### config.mk
export PLATFORM = sky130hd
export DESIGN_NAME = shooter_engine
export DESIGN_NICKNAME = d
export VERILOG_FILES = /design/src/rtl/shooter_engine.sv
export SDC_FILE = /design/constraint.sdc
export NUM_CORES = 1
export LEC_CHECK = 0
export ABC_AREA = 1
export CAP_MARGIN = 10
export CORE_UTILIZATION = 30
export CTS_CLUSTER_SIZE = 12
export DETAILED_ROUTE_END_ITERATION = 10
export GPL_TIMING_DRIVEN = 0
export PLACE_DENSITY = 0.45
export SLEW_MARGIN = 20
export SYNTH_ARGS = -nofsm -noshare
export SYNTH_HDL_FRONTEND = slang
export SYNTH_SLANG_ARGS = --single-unit
### constraint.sdc
create_clock -name clk -period 11.3 [get_ports clk]
set_input_delay 1.13 -clock clk [delete_from_list [all_inputs] [get_ports clk]]
set_output_delay 1.13 -clock clk [all_outputs]
set_load 0.05 [all_outputs]
### src/rtl/shooter_engine.sv
// rtl/shooter_engine.sv - game-logic engine: gun, shot, obstacle slots, scoring, lives, game FSM
// Ports:
//   clk, rst        pixel clock; asynchronous active-low reset
//   x, y            current pixel position from the sync generator
//   key             keypad code (5'h11 right, 5'h13 left, 5'h15 fire, key[4] start)
//   rnd             free-running pseudo-random value (spawn column)
//   rgb             object colour for the current pixel
//   score1, score0  BCD score tens / units
//   lives, level    remaining lives, current level
//   state           game FSM state; game_over high in OVER
module shooter_engine #(
  parameter int MAX_X       = 640,
  parameter int MAX_Y       = 480,
  parameter int NUM_OBS     = 4,
  parameter int OBS_SIZE    = 20,
  parameter int OBS_V       = 2,
  parameter int GUN_X_SIZE  = 50,
  parameter int GUN_Y_T     = 420,
  parameter int GUN_Y_B     = 470,
  parameter int GUN_V       = 4,
  parameter int SHOT_SIZE   = 6,
  parameter int SHOT_V      = 7,
  parameter int LIVES       = 3,
  parameter int SPAWN_TICKS = 60
) (
  input  logic       clk,
  input  logic       rst,
  input  logic [9:0] x,
  input  logic [9:0] y,
  input  logic [4:0] key,
  input  logic [9:0] rnd,
  output logic [2:0] rgb,
  output logic [3:0] score1,
  output logic [3:0] score0,
  output logic [1:0] lives,
  output logic [1:0] level,
  output logic [1:0] state,
  output logic       game_over
);

  localparam logic [1:0] S_IDLE   = 2'b00;
  localparam logic [1:0] S_PLAY   = 2'b01;
  localparam logic [1:0] S_NEWGUN = 2'b10;
  localparam logic [1:0] S_OVER   = 2'b11;

  localparam logic [4:0] K_RIGHT = 5'h11;
  localparam logic [4:0] K_LEFT  = 5'h13;
  localparam logic [4:0] K_FIRE  = 5'h15;

  localparam logic [9:0] TICK_X     = 10'(MAX_X - 1);
  localparam logic [9:0] TICK_Y     = 10'(MAX_Y - 1);
  localparam logic [9:0] GUN_X0     = 10'((MAX_X - GUN_X_SIZE) / 2);
  localparam logic [9:0] GUN_W1     = 10'(GUN_X_SIZE - 1);
  localparam logic [9:0] GUN_STEP   = 10'(GUN_V);
  localparam logic [9:0] GUN_R_LIM  = 10'(MAX_X - 1 - GUN_V);
  localparam logic [9:0] GUN_TOP    = 10'(GUN_Y_T);
  localparam logic [9:0] GUN_BOT    = 10'(GUN_Y_B);
  localparam logic [9:0] SHOT_W1    = 10'(SHOT_SIZE - 1);
  localparam logic [9:0] SHOT_X_OFF = 10'(GUN_X_SIZE / 2 - SHOT_SIZE / 2);
  localparam logic [9:0] SHOT_Y0    = 10'(GUN_Y_T - SHOT_SIZE);
  localparam logic [9:0] SHOT_STEP  = 10'(SHOT_V);
  localparam logic [9:0] SHOT_TOP   = 10'(16 + SHOT_V);
  localparam logic [9:0] OBS_W1     = 10'(OBS_SIZE - 1);
  localparam logic [9:0] OBS_Y0     = 10'd16;
  localparam logic [9:0] OBS_STEP   = 10'(OBS_V);
  localparam logic [9:0] OBS_X_OFF  = 10'd64;
  localparam logic [1:0] LIVES0     = 2'(LIVES);
  localparam int         CNT_W      = $clog2(SPAWN_TICKS + 1);
  localparam logic [CNT_W-1:0] CNT_LAST = CNT_W'(SPAWN_TICKS - 1);

  logic               key4_d;
  logic [1:0]         state_nxt;
  logic [9:0]         gun_x;
  logic               shot_fly;
  logic [9:0]         shot_x, shot_y;
  logic [NUM_OBS-1:0] obs_act;
  logic [9:0]         obs_x [NUM_OBS];
  logic [9:0]         obs_y [NUM_OBS];
  logic [CNT_W-1:0]   spawn_cnt;

  logic               tick, start, play_tick, life_loss, hit_any, reach_any;
  logic [NUM_OBS-1:0] ovl, bot, hit_vec, spawn_vec;
  logic [9:0]         fall_step;
  logic               gun_on, shot_on, obs_on;
  logic               unused_rnd;

  assign unused_rnd = rnd[9];
  assign tick       = (x == TICK_X) && (y == TICK_Y);
  assign start      = key[4] & ~key4_d;
  assign play_tick  = tick && (state == S_PLAY);
  assign life_loss  = play_tick && reach_any;
  assign fall_step  = OBS_STEP + {8'd0, level};

  // Per-slot overlap with the flying shot and bottom reach, both on current positions.
  always_comb begin
    ovl = '0;
    bot = '0;
    for (int i = 0; i < NUM_OBS; i++) begin
      ovl[i] = shot_fly && obs_act[i] &&
               (shot_x <= obs_x[i] + OBS_W1) && (shot_x + SHOT_W1 >= obs_x[i]) &&
               (shot_y <= obs_y[i] + OBS_W1) && (shot_y + SHOT_W1 >= obs_y[i]);
      bot[i] = obs_act[i] && (obs_y[i] + OBS_W1 >= GUN_TOP);
    end
  end

  // Only the lowest-index overlapping slot is hit; a hit slot cannot also cost a life.
  always_comb begin
    hit_vec   = '0;
    hit_any   = 1'b0;
    reach_any = 1'b0;
    for (int i = 0; i < NUM_OBS; i++) begin
      if (ovl[i] && !hit_any) begin
        hit_vec[i] = 1'b1;
        hit_any    = 1'b1;
      end
      if (bot[i] && !hit_vec[i]) reach_any = 1'b1;
    end
  end

  // Lowest-index free slot; empty when every slot is busy (spawn skipped).
  always_comb begin : p_spawn
    logic taken;
    spawn_vec = '0;
    taken     = 1'b0;
    for (int i = 0; i < NUM_OBS; i++) begin
      if (!obs_act[i] && !taken) begin
        spawn_vec[i] = 1'b1;
        taken        = 1'b1;
      end
    end
  end

  // FSM: state register
  always_ff @(posedge clk or negedge rst) begin
    if (!rst) state <= S_IDLE;
    else      state <= state_nxt;
  end

  // FSM: next state
  always_comb begin
    state_nxt = state;
    case (state)
      S_IDLE:   if (start) state_nxt = S_PLAY;
      S_PLAY:   if (life_loss) state_nxt = (lives == 2'd1) ? S_OVER : S_NEWGUN;
      S_NEWGUN: if (start) state_nxt = S_PLAY;
      default:  if (start) state_nxt = S_IDLE;
    endcase
  end

  // FSM: outputs
  always_comb begin
    game_over = (state == S_OVER);
  end

  always_ff @(posedge clk or negedge rst) begin
    if (!rst) begin
      key4_d    <= 1'b0;
      lives     <= LIVES0;
      score1    <= 4'd0;
      score0    <= 4'd0;
      level     <= 2'd0;
      gun_x     <= GUN_X0;
      shot_fly  <= 1'b0;
      shot_x    <= 10'd0;
      shot_y    <= 10'd0;
      spawn_cnt <= '0;
      obs_act   <= '0;
      for (int i = 0; i < NUM_OBS; i++) begin
        obs_x[i] <= 10'd0;
        obs_y[i] <= 10'd0;
      end
    end else begin
      key4_d <= key[4];
      case (state)
        S_IDLE, S_NEWGUN: begin
          if (state == S_IDLE) begin
            lives  <= LIVES0;
            score1 <= 4'd0;
            score0 <= 4'd0;
            level  <= 2'd0;
          end
          gun_x     <= GUN_X0;
          shot_fly  <= 1'b0;
          obs_act   <= '0;
          spawn_cnt <= '0;
        end
        S_PLAY: if (play_tick) begin
          if (key == K_RIGHT && gun_x + GUN_W1 <= GUN_R_LIM) gun_x <= gun_x + GUN_STEP;
          else if (key == K_LEFT && gun_x >= GUN_STEP)      gun_x <= gun_x - GUN_STEP;

          if (hit_any) begin
            shot_fly <= 1'b0;
          end else if (shot_fly) begin
            if (shot_y < SHOT_TOP) shot_fly <= 1'b0;
            else                   shot_y   <= shot_y - SHOT_STEP;
          end else if (key == K_FIRE) begin
            shot_fly <= 1'b1;
            shot_x   <= gun_x + SHOT_X_OFF;
            shot_y   <= SHOT_Y0;
          end

          if (hit_any) begin
            if (score0 == 4'd9) begin
              score0 <= 4'd0;
              score1 <= (score1 == 4'd9) ? 4'd0 : score1 + 4'd1;
              if (level != 2'd3) level <= level + 2'd1;
            end else begin
              score0 <= score0 + 4'd1;
            end
          end

          if (life_loss) lives <= lives - 2'd1;

          spawn_cnt <= (spawn_cnt == CNT_LAST) ? '0 : spawn_cnt + 1'b1;

          // A life loss clears every slot, overriding fall, hit and spawn.
          for (int i = 0; i < NUM_OBS; i++) begin
            if (life_loss) begin
              obs_act[i] <= 1'b0;
            end else if (hit_vec[i]) begin
              obs_act[i] <= 1'b0;
            end else if (obs_act[i]) begin
              obs_y[i] <= obs_y[i] + fall_step;
            end else if (spawn_vec[i] && spawn_cnt == CNT_LAST) begin
              obs_act[i] <= 1'b1;
              obs_x[i]   <= {1'b0, rnd[8:0]} + OBS_X_OFF;
              obs_y[i]   <= OBS_Y0;
            end
          end
        end
        default: ;
      endcase
    end
  end

  assign gun_on  = (x >= gun_x) && (x <= gun_x + GUN_W1) && (y >= GUN_TOP) && (y <= GUN_BOT);
  assign shot_on = shot_fly && (x >= shot_x) && (x <= shot_x + SHOT_W1) &&
                   (y >= shot_y) && (y <= shot_y + SHOT_W1);

  always_comb begin
    obs_on = 1'b0;
    for (int i = 0; i < NUM_OBS; i++) begin
      if (obs_act[i] && (x >= obs_x[i]) && (x <= obs_x[i] + OBS_W1) &&
          (y >= obs_y[i]) && (y <= obs_y[i] + OBS_W1)) obs_on = 1'b1;
    end
    if (shot_on)     rgb = 3'b100;
    else if (gun_on) rgb = 3'b111;
    else if (obs_on) rgb = 3'b001;
    else             rgb = 3'b000;
  end

endmodule

==> results.md <==
* R2r worst-path depth at 24
* Dominant cell by count in the synthesized netlist: nand2_1
* CORE AREA at 59000 µm²
* Fin. Hold Viols at 0
* Worst min-delay path category: register to register
* Post-CTS Setup Inserts at 0
* CP max FO at 7
* CTS root buffer: clkbuf_16
* RePlAce Congestion at a little under 0.9
* Leakage at between 9 and 10 nW
* Relative slew slack at around 20%
* Cell Area, Synth at 17900 µm²
* Global Route Usage Sum at 21.9%
* Post-DP HPWL at 49.2 mm
* Net Count, Synth at 2951
* Reg-to-reg slack, setup at 5570 ps
* Crit path launch type: register
* CP required at 10170 ps
* Die footprint at 60700 µm²
* Power density cells at between 80 and 90 nW/µm²
* Post-route design area at 20000 µm²
* Initial Utilization at 30.4%
* Final setup viols at 0
* Main synth FF type: dfrtp_1
* Dpl cells at 3326
* Worst-path clk slew at 70 ps
* PortBufs at 53
* Aggregate global routing overflow at 0
* Initial antenna violation count at 0
* Worst setup path startpoint: shot_x[0]$_DFFE_PN0P_
* First-pass GRT wire length at 99.2 mm
* Iter 0 DRT Violations at 1064
* Post-synth EDFFs at 0
* Sequential Power Share at 33.0%
* CP Data Arrival Time at 5970 ps
* Placed Area at 19400 µm²
* RSZ-0062 raised after global routing: false
* Via density at between 5 and 6
* Min Hold Slack at 475 ps
* Power share of the clock group at between 30% and 40%
* Actual slew at the worst max-slew pin at roughly 1200 ps
* Logic pwr share at between 30% and 40%
* Yosys top cell area share at 28.7%
* Worst r2r src: shot_x[0]$_DFFE_PN0P_
* Slowest stage delay, CP at 850 ps
* HP Start: lives[1]$_DFFE_PN1P_
* Largest net degree at the start of global routing at 83
* Die W at 246 µm
* Async set or reset register ratio after synthesis at between 90% and 100%
* Largest area contributor in the netlist: ha_1
* Antenna-violating nets left at 0
* CTS tree: built
* Min Tclk post-route at roughly 7100 ps
* Net switching power at 704 µW
* Remaining DRCs at 0
* Worst Skew at 15.1 ps
* Die Height at 246 µm
* Crit path kind: register to primary output
* WL final at approximately 65 mm
* Number of global-route vias before repair at 16700
* I/O Pins at 55
* Slew Limit Fails at 0
* Worst Setup EP: rgb[2]
* Finished Layout Cells at roughly 3400
* CP Capture Type: primary output
* Clock buffer count from CTS at 17
* Warnings from Yosys at 0
* Post-cts gate resize count at 0
* Core Rows at 89
* Capture point of the worst reg-to-reg path: obs_y[25]$_DFFE_PN0P_
* Via count at 17400
* Ranking of synthesized cells by area: ha_1 29%, dfrtp_1 18%, nand2_1 12%
* Drt first pass iters at 5
* Share of cells above drive strength 1 at 4.18%
* Synthesized instance count at about 2500
* CP cell instances: inv_1, o21ai_0, nand3_1, nor2_1, inv_1, nor2_1, nand3_1, xor2_1, inv_1, ha_1, nand2_1, inv_1, nand4_1, inv_1, o21ai_0, o2111ai_1, a221oi_1, nand3_1, nand2_1, clkdlybuf4s50_1
* Sequential area share after synthesis at 18.9%
* Max Cap Viol at 0
* Slowest-stage cell, CP: clkdlybuf4s50_1
* Fin Setup TNS at 0 ps
* Count of different cell masters after synthesis at 57
* CTS HTree Levels at 4
* Switch share at 41.0%
* Synth cell count leaders: 575 x nand2_1, 411 x ha_1, 269 x inv_1
* Clk buf depth at 2
* Top delay family on crit path: buffers and inverters
* Run status: complete, no violations
* Maximum VDD drop at 0.119 mV
* Worst path bufs/invs at 6
* #FFs+latches synth at 135
* Synth Area per Inst at 7.17 µm²
* Most used cell, CP: inv_1
* Max Fclk at ~140 MHz
* Critical path depth at 20
* Fill count at 6355
* Hold Buf Count CTS at 0
* Crit share post-route at 62.8%
* WL/cell at 19.5 µm
* Internal at around 1.0 mW
* Worst-Skew Late Latency at 500 ps
* Clock Sink Count at 135
* Antenna Cells at 0
* # nets final at 3024
* Synth-to-Final Area Change at 11.6%
per-stage QoR:
step,util (%),worst slack (ps),total power [mW]
after floorplan,-,7050,0.935
after global placement,32.9,2620,1.14
after detailed placement,32.9,4880,1.15
after CTS,33.9,4300,1.74
after global routing,33.9,4040,1.83
final,33.9,4200,1.72
power groups by stage:
stage / Combinational, mW / Clock, mW / Sequential [mW]
floorplan: 0.317 / 0 / 0.618
global placement: 0.566 / 0 / 0.578
detailed placement: 0.575 / 0 / 0.578
CTS: 0.578 / 0.597 / 0.570
global route: 0.649 / 0.611 / 0.574
finish: 0.575 / 0.576 / 0.568
placed cells by master, fill, tap and decap left out, types with 32 or more instances in the layout:
cell type and instances:
o21ai_0 143, nor3_1 32, nand2_1 575, xor2_1 91, dfrtp_1 129, nand3_1 153
inv_1 269, clkdlybuf4s50_1 48, a21oi_1 169, nor2_1 210, nand4_1 49, ha_1 411
worst min path at each step:
stage / endpoint / depth (start not counted) / slack, ps
after global placement: obs_x[18]$_DFFE_PN0P_ / 2 / 460
after CTS: obs_x[11]$_DFFE_PN0P_ / 2 / 480
final: lives[1]$_DFFE_PN1P_ / 2 / 470
after floorplan: obs_x[11]$_DFFE_PN0P_ / 2 / 440
after detailed placement: obs_x[11]$_DFFE_PN0P_ / 2 / 460
after global routing: lives[1]$_DFFE_PN1P_ / 2 / 500
cell families after synthesis:
group | Yosys count | share of synthesized area, %
AO/OA/AOI/OAI | 448 | 14.2
XOR/XNOR | 93 | 4.54
adder cells (fa/ha/maj) | 415 | 29.1
buffers and inverters | 319 | 7.08
flip-flops | 135 | 18.9
AND/OR/NAND/NOR | 1089 | 26.1
state kept, by name, indices dropped and copies added, names as in the netlist, 4 cells and up:
register	cells
obs_act	4
obs_x	40
shot_x	10
obs_y	40
score0	4
score1	4
gun_x	9
shot_y	10
spawn_cnt	6
layout make-up:
cell class / count / area [µm²] / area share, %
clock inverter: 13 / 121 / 0.607
tap: 773 / 967 / 4.84
sequential: 135 / 3390 / 16.9
timing repair buffer: 54 / 543 / 2.72
buffer: 37 / 211 / 1.06
multi-input combinational: 2045 / 13300 / 66.3
inverter: 282 / 1060 / 5.29
clock buffer: 19 / 443 / 2.21
per-layer routing:
metal	vias up	track usage (%)	share of wire (%)
met5	-	0	0
met4	0	7.50	2.9
met3	102	3.03	4.1
met2	413	35.4	45
met1	8198	29.7	48
li1	8685	-	-
tightest hold or removal path, cell delays in order, from the launching register on:
cell and delay, ps:
dfstp_2 380, nand2_1 60, nand2_1 40
No activity file was read; power rests on OpenSTA's default activity.
